`config.mk`:
```
export PLATFORM = sky130hd
export DESIGN_NAME = wb_line_master
export DESIGN_NICKNAME = d
export VERILOG_FILES = /design/src/rtl/wb_line_master.sv
export SDC_FILE = /design/constraint.sdc
export NUM_CORES = 1
export LEC_CHECK = 0
export ABC_CLOCK_PERIOD_IN_PS = 1900
export CORE_ASPECT_RATIO = 0.5
export CORE_MARGIN = 2
export CORE_UTILIZATION = 41
export DETAILED_ROUTE_END_ITERATION = 10
export PLACE_DENSITY = 0.78
export SETUP_SLACK_MARGIN = 0.15
export SYNTH_ARGS = -nofsm -noshare
export SYNTH_HDL_FRONTEND = slang
export SYNTH_SLANG_ARGS = --single-unit
```
`constraint.sdc`:
```
create_clock -name clk_i -period 1.9 [get_ports clk_i]
set_input_delay 0.38 -clock clk_i [delete_from_list [all_inputs] [get_ports clk_i]]
set_output_delay 0.38 -clock clk_i [all_outputs]
set_load 0.05 [all_outputs]
```
`src/rtl/wb_line_master.sv`:
```
// Pipelined Wishbone B4 master that moves one cache line per request as LINE_WORDS single-word beats.
// Optional watchdog enabled by defining WB_TIMEOUT_EN.
module wb_line_master #(
  parameter int unsigned WB_AW      = 12,
  parameter int unsigned WB_DW      = 32,
  parameter int unsigned LINE_WORDS = 4,
  parameter int unsigned TIMEOUT    = 255
) (
  input  logic                        clk_i,
  input  logic                        rst_ni,
  input  logic                        req_valid_i,
  output logic                        req_ready_o,
  input  logic                        req_we_i,
  input  logic [WB_AW-1:0]            req_adr_i,
  input  logic [LINE_WORDS*WB_DW-1:0] req_wdata_i,
  output logic                        rsp_valid_o,
  output logic [LINE_WORDS*WB_DW-1:0] rsp_rdata_o,
  output logic                        rsp_err_o,
  output logic                        wb_cyc_o,
  output logic                        wb_stb_o,
  output logic                        wb_we_o,
  output logic [WB_AW-1:0]            wb_adr_o,
  output logic [WB_DW-1:0]            wb_dat_o,
  output logic [WB_DW/8-1:0]          wb_sel_o,
  input  logic                        wb_stall_i,
  input  logic                        wb_ack_i,
  input  logic                        wb_err_i,
  input  logic [WB_DW-1:0]            wb_dat_i
);

  localparam int unsigned IW = $clog2(LINE_WORDS);
  localparam int unsigned CW = IW + 1;
  localparam logic [WB_AW-1:0] LINE_MASK = WB_AW'(LINE_WORDS - 1);

  typedef enum logic [1:0] {
    S_IDLE = 2'd0,
    S_BUS  = 2'd1,
    S_RESP = 2'd2
  } state_t;

  state_t                          state_q, state_d;
  logic [WB_AW-1:0]                base_q;
  logic                            we_q;
  logic [LINE_WORDS-1:0][WB_DW-1:0] line_q;
  logic [CW-1:0]                   icnt_q;
  logic [CW-1:0]                   acnt_q;
  logic                            err_q;

  logic in_bus;
  logic issue;
  logic ack_in;
  logic timeout;
  logic abort;

  assign in_bus = (state_q == S_BUS);
  assign issue  = in_bus && (icnt_q < CW'(LINE_WORDS)) && !wb_stall_i;
  assign ack_in = in_bus && wb_ack_i;
  assign abort  = in_bus && (wb_err_i || timeout);

`ifdef WB_TIMEOUT_EN
  localparam int unsigned TW = $clog2(TIMEOUT + 1);
  logic [TW-1:0] wdog_q;

  assign timeout = in_bus && (wdog_q == TW'(TIMEOUT));

  // Watchdog: counts BUS cycles with neither an issued beat nor an ack.
  always_ff @(posedge clk_i or negedge rst_ni) begin
    if (!rst_ni) begin
      wdog_q <= '0;
    end else if (!in_bus || issue || wb_ack_i) begin
      wdog_q <= '0;
    end else if (!timeout) begin
      wdog_q <= wdog_q + TW'(1);
    end
  end
`else
  logic [31:0] unused_timeout;
  assign unused_timeout = TIMEOUT;
  assign timeout        = 1'b0;
`endif

  // State register
  always_ff @(posedge clk_i or negedge rst_ni) begin
    if (!rst_ni) begin
      state_q <= S_IDLE;
    end else begin
      state_q <= state_d;
    end
  end

  // Next state and state-decoded bus/handshake outputs
  always_comb begin
    state_d     = state_q;
    req_ready_o = 1'b0;
    rsp_valid_o = 1'b0;
    wb_cyc_o    = 1'b0;
    wb_stb_o    = 1'b0;
    wb_we_o     = 1'b0;
    wb_adr_o    = '0;
    wb_dat_o    = '0;
    case (state_q)
      S_IDLE: begin
        req_ready_o = 1'b1;
        if (req_valid_i) begin
          state_d = S_BUS;
        end
      end
      S_BUS: begin
        wb_cyc_o = 1'b1;
        wb_we_o  = we_q;
        wb_adr_o = base_q + WB_AW'(icnt_q);
        if (icnt_q < CW'(LINE_WORDS)) begin
          wb_stb_o = 1'b1;
          wb_dat_o = line_q[icnt_q[IW-1:0]];
        end
        if (abort) begin
          state_d = S_RESP;
        end else if (wb_ack_i && (acnt_q == CW'(LINE_WORDS - 1))) begin
          state_d = S_RESP;
        end
      end
      S_RESP: begin
        rsp_valid_o = 1'b1;
        state_d     = S_IDLE;
      end
      default: begin
        state_d = S_IDLE;
      end
    endcase
  end

  // Line buffer, beat counters and error flag
  always_ff @(posedge clk_i or negedge rst_ni) begin
    if (!rst_ni) begin
      base_q <= '0;
      we_q   <= 1'b0;
      line_q <= '0;
      icnt_q <= '0;
      acnt_q <= '0;
      err_q  <= 1'b0;
    end else begin
      case (state_q)
        S_IDLE: begin
          if (req_valid_i) begin
            base_q <= req_adr_i & ~LINE_MASK;
            we_q   <= req_we_i;
            line_q <= req_wdata_i;
            icnt_q <= '0;
            acnt_q <= '0;
            err_q  <= 1'b0;
          end
        end
        S_BUS: begin
          if (issue) begin
            icnt_q <= icnt_q + CW'(1);
          end
          // An error in the same cycle as an ack wins and leaves the line untouched.
          if (abort) begin
            err_q <= 1'b1;
          end else if (ack_in) begin
            acnt_q <= acnt_q + CW'(1);
            if (!we_q) begin
              line_q[acnt_q[IW-1:0]] <= wb_dat_i;
            end
          end
        end
        default: ;
      endcase
    end
  end

  assign rsp_rdata_o = line_q;
  assign rsp_err_o   = err_q;
  assign wb_sel_o    = '1;

endmodule

```
# Word-level counts from Yosys, hierarchy flattened
# Cells that the tools add are included.
# classes
add_sub_neg	3
n_lt_le_gt_ge	4
eq_ne	10
mux	32
reduce_logical	15
# ops
cell	count
$mux 128	4
$pmux 128 s2	1
$bwmux 128	1
$mux 32	4
$bmux 32 s2	1
$demux 32 s2	1
$add 12x3->12	1
$mux 12	1
$mux 3	4
$pmux 3 s2	2
$mux 1	8
$add 3x1->3 const B	2
$logic_and 1x1->1	6
$lt 2x3->1 const B	2
$mux 2	3
$ne 2x1->1 const B	3
$ne 2x2->1 const B	3
$reduce_and 3->1	2
$reduce_and 5->1	1
$pmux 2 s2	1
$reduce_and 2->1	2
$reduce_and 4->1	1
$eq 3x2->1 const B	1
$lt 3x3->1 const B	1
8 further kinds	8
# totals
register_bits	148
in_bits	179
output_inout_bits	182
wordCells	74

# Logic depth before layout (Yosys ltp)
# Gate-level depths: netlist of the first run.
# logic_depth
word_depth	9
mapped_depth	6
mapped_depth_nobuf	5

# Worst setup path after synthesis of the first run
# OpenSTA, ideal clock, no wires.
# synth_path
path_type	register to output
from	reg icnt_q[2]
to	out wb_adr_o[10]
arrival_ps	2061
required_ps	1520
path_slack_ps	-541
stages_incl_launch_ff	6
path_buffers	0
path_cell_list	dfrtp_1 ha_1 ha_1 inv_1 or4_1 a21oi_1
# synth_between
elab_chain_cells	2
# synth_lines
item	line_no	source
start: declaration	45	logic [CW-1:0] icnt_q;
start signal: assignment	155	icnt_q <= icnt_q + CW'(1);
$add 12x3->12	111	wb_adr_o = base_q + WB_AW'(icnt_q);
$mux 12	101	case (state_q)
end: declaration	22	output logic [WB_AW-1:0] wb_adr_o,
# Every way passes these cells.

# Worst setup path in the final report of the first run
# layout_path
from	reg icnt_q[2]
to	out wb_dat_o[1]
# layout_between
elab_chain_cells	3
# layout_lines
item	line_no	source
$lt 3x3->1	112	if (icnt_q < CW'(LINE_WORDS)) begin
$mux 32	112	
$mux 32	101	
end: declaration	23	output logic [WB_DW-1:0] wb_dat_o,
# Every way passes these cells.

==> results of run 1 <==
==> flip-flops by register name, indices dropped and copies added, names as in the netlist <==
| name | cells |
|---|---|
| rsp_err_o | 1 |
| acnt_q | 3 |
| rsp_rdata_o | 128 |
| we_q | 1 |
| base_q | 10 |
| icnt_q | 3 |
| state_q | 2 |
==> layer usage <==
metal / global-route usage (%) / up-vias / routed length [um]
met5: 0 / - / 0
met4: 16.4 / 0 / 2190
met3: 5.20 / 157 / 3420
met2: 53.7 / 668 / 20800
met1: 44.1 / 5064 / 17300
li1: - / 3988 / -
==> final cells by class <==
class | count | area (um2) | area share, %
Antenna cell | 3 | 7.51 | 0.0441
Clock buffer | 21 | 460 | 2.70
Clock inverter | 11 | 103 | 0.602
Inverter | 12 | 63.8 | 0.374
Multi-Input combinational cell | 540 | 6210 | 36.5
Sequential cell | 148 | 3720 | 21.8
Tap cell | 307 | 384 | 2.25
Timing Repair Buffer | 500 | 6090 | 35.8
==> worst register-to-register path, cell delays in order, from the launching register on <==
cell	delay [ns]
dfrtp_4	0.49
buf_6	0.13
buf_12	0.13
buf_8	0.13
nand2b_4	0.16
buf_12	0.14
buf_6	0.12
a21oi_4	0.18
buf_8	0.14
buf_12	0.12
buf_8	0.12
buf_8	0.14
a2bb2oi_2	0.07
==> where the power goes <==
group          internal (uW)  switching (uW)  leakage, uW
combinational          11400           13200      0.00475
clock                   1880            1440     0.000258
sequential              4660            1830      0.00164
total                  18000           16400      0.00665
==> placed cells by master (no fill, tap or decap), types with 3 or more instances in the layout <==
cell type,instances
clkdlybuf4s50_1,175
buf_4,161
dfrtp_1,142
a2bb2oi_2,128
o21ai_0,122
buf_12,88
or4bb_1,67
nand4bb_1,61
nor2b_4,33
mux4_2,32
buf_16,25
buf_6,25
clkbuf_16,22
buf_8,14
mux2_4,11
inv_1,9
clkinvlp_4,7
o21ai_1,7
nand2_1,6
a21oi_4,6
and2_4,5
clkbuf_2,5
a221oi_4,4
nor2_1,4
ha_1,4
conb_1,4
dfrtp_2,4
diode_2,3
nand3_1,3
mux2i_1,3
o21ai_2,3
ha_4,3
==> per-stage QoR <==
| step | hold WS, ns | cells | setup slack (ns) |
|---|---|---|---|
| 2_1_floorplan | 0.0844 | 802 | -0.0368 |
| 3_3_place_gp | 0.183 | 1428 | -0.151 |
| 3_5_place_dp | 0.184 | 1428 | -0.224 |
| 4_1_cts | 0.304 | 1524 | -0.505 |
| 5_1_grt | 0.312 | 1542 | -0.534 |
| 6_report | 0.315 | 1542 | -0.482 |
==> kinds of logic (layout without fill, tap and decap cells) <==
group	after synthesis	count (layout)
flops	148	148
buf+inv	114	544
compound gates	276	276
fa+ha+maj	9	9
simple gates	201	201
other cells	1	7
mux	47	47
xor+xnor	3	3
==> how the worst min path moves through the flow <==
stage,to,start
after floorplan,acnt_q[0],rst_ni
after global placement,rsp_rdata_o[36],rst_ni
after detailed placement,rsp_rdata_o[36],rst_ni
after CTS,rsp_rdata_o[36],rst_ni
final,rsp_rdata_o[36],rst_ni
after global routing,rsp_rdata_o[36],rst_ni
==> repair_timing <==
item                       4_1_cts  5_1_grt
hold buffers                     1        0
setup endpoints to repair      112      199
gates resized for setup        160       65
hold endpoints to repair        95        0
cloned                          24        5
buffers inserted                39       10
pin swaps                       13       15
==> results.py, run 1 <==
metrics = {
    "outcome": {
        "status": "finished, violations left",
        "violations": "setup timing",
    },
    "grt": {
        "overflow": 0,
        "grtUsageTotal_pct": 33.4,
        "first_global_vias": 9992,
        "antenna_found_initial": 3,
        "grt_pass1_wl_mm": 62.3,
        "grt_max_degree": 63,
    },
    "yosys": {
        "synth_top_family_by_area": "compound AO/OA/AOI/OAI gates",
        "synth_edf_count": 0,
        "synth-simple-area-share_pct": 19.7,
        "synth_mux_area_share_pct": 9.47,
        "synth_largest_area_cell": "dfrtp_1",
        "yosysMostFrequentCell": "dfrtp_1",
        "synthTopCellsByCount": "148 x dfrtp_1, 128 x o21ai_0, 67 x or4bb_1",
        "ys_async_sr_fraction_pct": 100,
        "synth_top_area_share_pct": 38.6,
        "synth.yosys.warnings": 0,
        "ys_ff_latch": 148,
        "synthTopCellsByArea": "dfrtp_1 39%, a2bb2oi_2 9.7%, or4bb_1 7.9%",
        "netlist-cell-type-count": 38,
        "synth.yosys.seq_area_share_pct": 38.6,
        "synth_flop_cell": "dfrtp_1",
        "syn_avg_cell_area_um2": 12.0,
        "synth_fa_ha_area_share_pct": 1.17,
        "synth-xor-area-share_pct": 0.274,
        "netlist_area_um2": 9590,
        "synth-compound-area-share_pct": 24.4,
        "synth_cells": 799,
    },
    "placement": {
        "portBuffers": 354,
        "dpl-instance-area_um2": 14300,
        "hpwl_mm": 25.4,
        "gp_congestion": 0.894,
    },
    "route": {
        "dr.pass1.iters": 5,
        "wirelength_mm": 43.7,
        "vias_per_cell": 6.41,
        "drc_errors": 0,
        "wire_per_inst_um": 28.3,
        "drtIter0Drc": 971,
        "via_count": 9877,
        "postRouteAntennaNets": 0,
    },
    "critical_path": {
        "regToRegStartpoint": "state_q[0]",
        "critPathCapture": "wb_dat_o[1]",
        "required_ns": 1.52,
        "cp_num_buf_inv": 3,
        "r2r-end": "rsp_rdata_o[67]",
        "crit_top_cell": "buf_12",
        "max_stage_delay_ns": 0.47,
        "crit_fanout": 16,
        "critPathSlowestCell": "dfrtp_2",
        "start_kind": "register",
        "crit_type": "reg -> out",
        "path_delay_family": "simple AND/OR/NAND/NOR gates",
        "crit_chain": "buf_6 -> or3b_4 -> buf_12 -> nor2b_4 -> buf_12",
        "r2r_cells": 12,
        "cp-startpoint": "icnt_q[2]",
        "rrSetupSlack_ns": -0.28,
        "path_depth": 5,
        "endpoint_kind": "output pin",
        "arrival_ns": 2.00,
    },
    "floorplan": {
        "fp.dieW_um": 220,
        "rows": 39,
        "initial_utilization_pct": 41.9,
        "die-area_um2": 24700,
        "die_y_um": 112,
        "core_area_um2": 22900,
        "io_pins": 361,
    },
    "clock_network": {
        "cts_buffers": 17,
        "cts_sinks": 148,
        "max-clock-path-buffers": 2,
        "clock_latency_ns": 0.43,
        "cts_tree": "done",
        "h-tree-depth": 4,
        "clk_pin_slew_ns": 0.07,
        "cts-root-buf": "clkbuf_16",
    },
    "worst_hold_path": {
        "hold_class": "in -> async",
    },
    "timing": {
        "clock-skew-final_ns": 0.0116,
        "min_period_ns": 2.38,
        "hold_violations": 0,
        "slew_viol_final": 0,
        "fmax_ghz": 0.420,
        "post-route-period-util_pct": 125,
        "setup_violations": 177,
        "tns_ns": -46.54,
        "worst_slack_ns": -0.482,
        "rsz0062_at_grt": "true",
    },
    "finish": {
        "drive_gt1_share_pct": 49.7,
        "fill_cells": 1353,
        "final_util_pct": 74.5,
        "postLayoutCellArea_um2": 17000,
        "nets": 1407,
        "area_growth_pct": 77.7,
    },
    "power_and_ir_drop": {
        "power_density_nw_per_um2": 2020,
        "leakagePower_uw": 0.00665,
        "ir_worst_vdd_mv": 1.70,
        "power_uw": 34400,
    },
    "flow_run": {
        "drv_cap": 0,
    },
}
(Power assumes the default switching activity.)
==> run 2: changes to the inputs <==
SLEW_MARGIN = 40   (was unset)
==> results of run 2 <==
Same layout as run 1: the final DEF is identical, and so are final timing and power.
==> run 3: changes to the inputs <==
CELL_PAD_IN_SITES_DETAIL_PLACEMENT = 0   (was unset)
CELL_PAD_IN_SITES_GLOBAL_PLACEMENT = 1   (was unset)
CORE_UTILIZATION = 31   (was 41)
PLACE_DENSITY = unset   (was 0.78)
PLACE_DENSITY_LB_ADDON = 0.1   (was unset)
==> run 3 against run 2 <==
Effect of this change:
- the run still ends with setup timing left
- setup slack got worse by 0.032 ns
- clock skew is 0.0046 ns lower
- sequential power fell by 2%
- wire length fell by 0.47%
==> results.py, run 3 (same netlist as run 1, synthesis figures left out) <==
metrics = {
    "route": {
        "wire_per_inst_um": 26.2,
        "wirelength_mm": 43.5,
        "postRouteAntennaNets": 0,
        "vias_per_cell": 5.56,
        "drc_errors": 0,
        "dr.pass1.iters": 4,
        "drtIter0Drc": 623,
        "via_count": 9217,
    },
    "finish": {
        "multi_input_area_um2": 6320,
        "largest_register_ffs": 128,
        "antenna_cells": 0,
        "final_common_cell": "clkdlybuf4s50_1",
        "nets": 1435,
        "seqCellArea_um2": 3720,
        "area_growth_pct": 87.1,
        "final_cells": 1659,
        "fill_cells": 2405,
        "drive_gt1_share_pct": 53.3,
        "postLayoutCellArea_um2": 17900,
        "final_cell_mix": "175 x clkdlybuf4s50_1, 162 x buf_4, 142 x dfrtp_1",
    },
    "timing": {
        "min_period_ns": 2.41,
        "clock-skew-final_ns": 0.00705,
        "worst_slack_ns": -0.514,
        "fmax_ghz": 0.414,
        "hold_violations": 0,
        "post-route-period-util_pct": 127,
        "setup_violations": 186,
        "rsz0062_at_grt": "true",
        "tns_ns": -32.56,
        "slew_viol_final": 0,
    },
    "outcome": {
        "violations": "setup timing",
        "status": "finished, violations left",
    },
    "clock_network": {
        "cts-root-buf": "clkbuf_16",
        "cts_sinks": 148,
        "clk_pin_slew_ns": 0.06,
        "cts_buffers": 17,
        "cts_tree": "done",
        "h-tree-depth": 4,
        "max-clock-path-buffers": 2,
        "clock_latency_ns": 0.45,
    },
    "grt": {
        "gr-usage-met2_pct": 42.8,
        "grtUsageTotal_pct": 26.4,
        "overflow": 0,
        "grt_pass1_wl_mm": 63.3,
        "use_met1_pct": 36.2,
        "first_global_vias": 9611,
        "grt_max_degree": 51,
        "antenna_found_initial": 1,
        "gr-usage-met3_pct": 5.48,
        "busiest_layer": "met2",
    },
    "placement": {
        "gp_congestion": 0.812,
        "portBuffers": 354,
        "hpwl_mm": 27.1,
        "place_inst": 1527,
        "dpl-instance-area_um2": 14600,
    },
    "floorplan": {
        "rows": 45,
        "fp.dieW_um": 253,
        "io_pins": 361,
        "initial_utilization_pct": 31.5,
        "core_area_um2": 30400,
        "die_y_um": 128,
        "die-area_um2": 32400,
    },
    "power_and_ir_drop": {
        "leakagePower_uw": 0.00702,
        "ir_worst_vdd_mv": 1.02,
        "power_density_nw_per_um2": 1950,
        "power_uw": 35000,
    },
    "critical_path": {
        "cp_num_buf_inv": 3,
        "crit_type": "reg -> out",
        "crit_fanout": 8,
        "arrival_ns": 2.03,
        "path_delay_family": "simple AND/OR/NAND/NOR gates",
        "max_stage_delay_ns": 0.47,
        "required_ns": 1.52,
        "regToRegStartpoint": "state_q[1]",
        "critPathSlowestCell": "or3b_4",
        "crit_chain": "buf_4 -> or3b_4 -> clkbuf_16 -> nor2b_4 -> buf_12",
        "endpoint_kind": "output pin",
        "start_kind": "register",
        "cp-startpoint": "icnt_q[2]",
    },
    "worst_hold_path": {
        "hold_class": "in -> async",
    },
    "flow_run": {
        "drv_cap": 0,
    },
}
run 3: final timing paths:
| kind | to | slack (ns) | cells past startpoint |
|---|---|---|---|
| max in group asynchronous | rsp_rdata_o[23] | 0.84 | 3 |
| min reg2reg | acnt_q[2] | 0.52 | 1 |
| max | wb_dat_o[5] | -0.51 | 5 |
| min | base_q[11] | 0.41 | 2 |
| max reg2reg | rsp_rdata_o[51] | -0.20 | 10 |
| min in group clk_i | acnt_q[2] | 0.52 | 1 |
run 3: cell type report:
class                      instances  share of cell area (%)
timing repair buffer             528                    37.6
inverter                          12                   0.300
multi-input combinational        540                    35.2
clock buffer                      22                    2.70
tap                              399                    2.78
sequential                       148                    20.7
clock inverter                    10                   0.711
run 3: where the power goes:
part	total, uW	switching (uW)	internal, uW
clock network	3630	1440	2190
logic	25000	13200	11900
registers	6380	1720	4660
total	35000	16300	18700
run 3: repair_timing:
| item | CTS | global route |
|---|---|---|
| setup buffers | 51 | 7 |
| cloned | 38 | 3 |
| gates resized for setup | 247 | 98 |
| pin swaps | 110 | 69 |
| setup endpoints to repair | 177 | 195 |
| hold buffers | 1 | 0 |
| endpoints found under the hold margin | 26 | 0 |
run 3: stage by stage:
step / util (%) / hold WS, ns / worst slack, ns
finish: 59.0 / 0.414 / -0.514
global route: 59.0 / 0.428 / -0.560
CTS: 57.3 / 0.395 / -0.527
detailed placement: 47.9 / 0.309 / -0.251
global placement: 47.9 / 0.304 / -0.223
floorplan: - / 0.0844 / -0.0368
run 3: layer usage:
layer | up-vias | wire, um
li1 | 4062 | -
met1 | 4819 | 19500
met2 | 280 | 20800
met3 | 54 | 2380
met4 | 2 | 775
met5 | - | 13
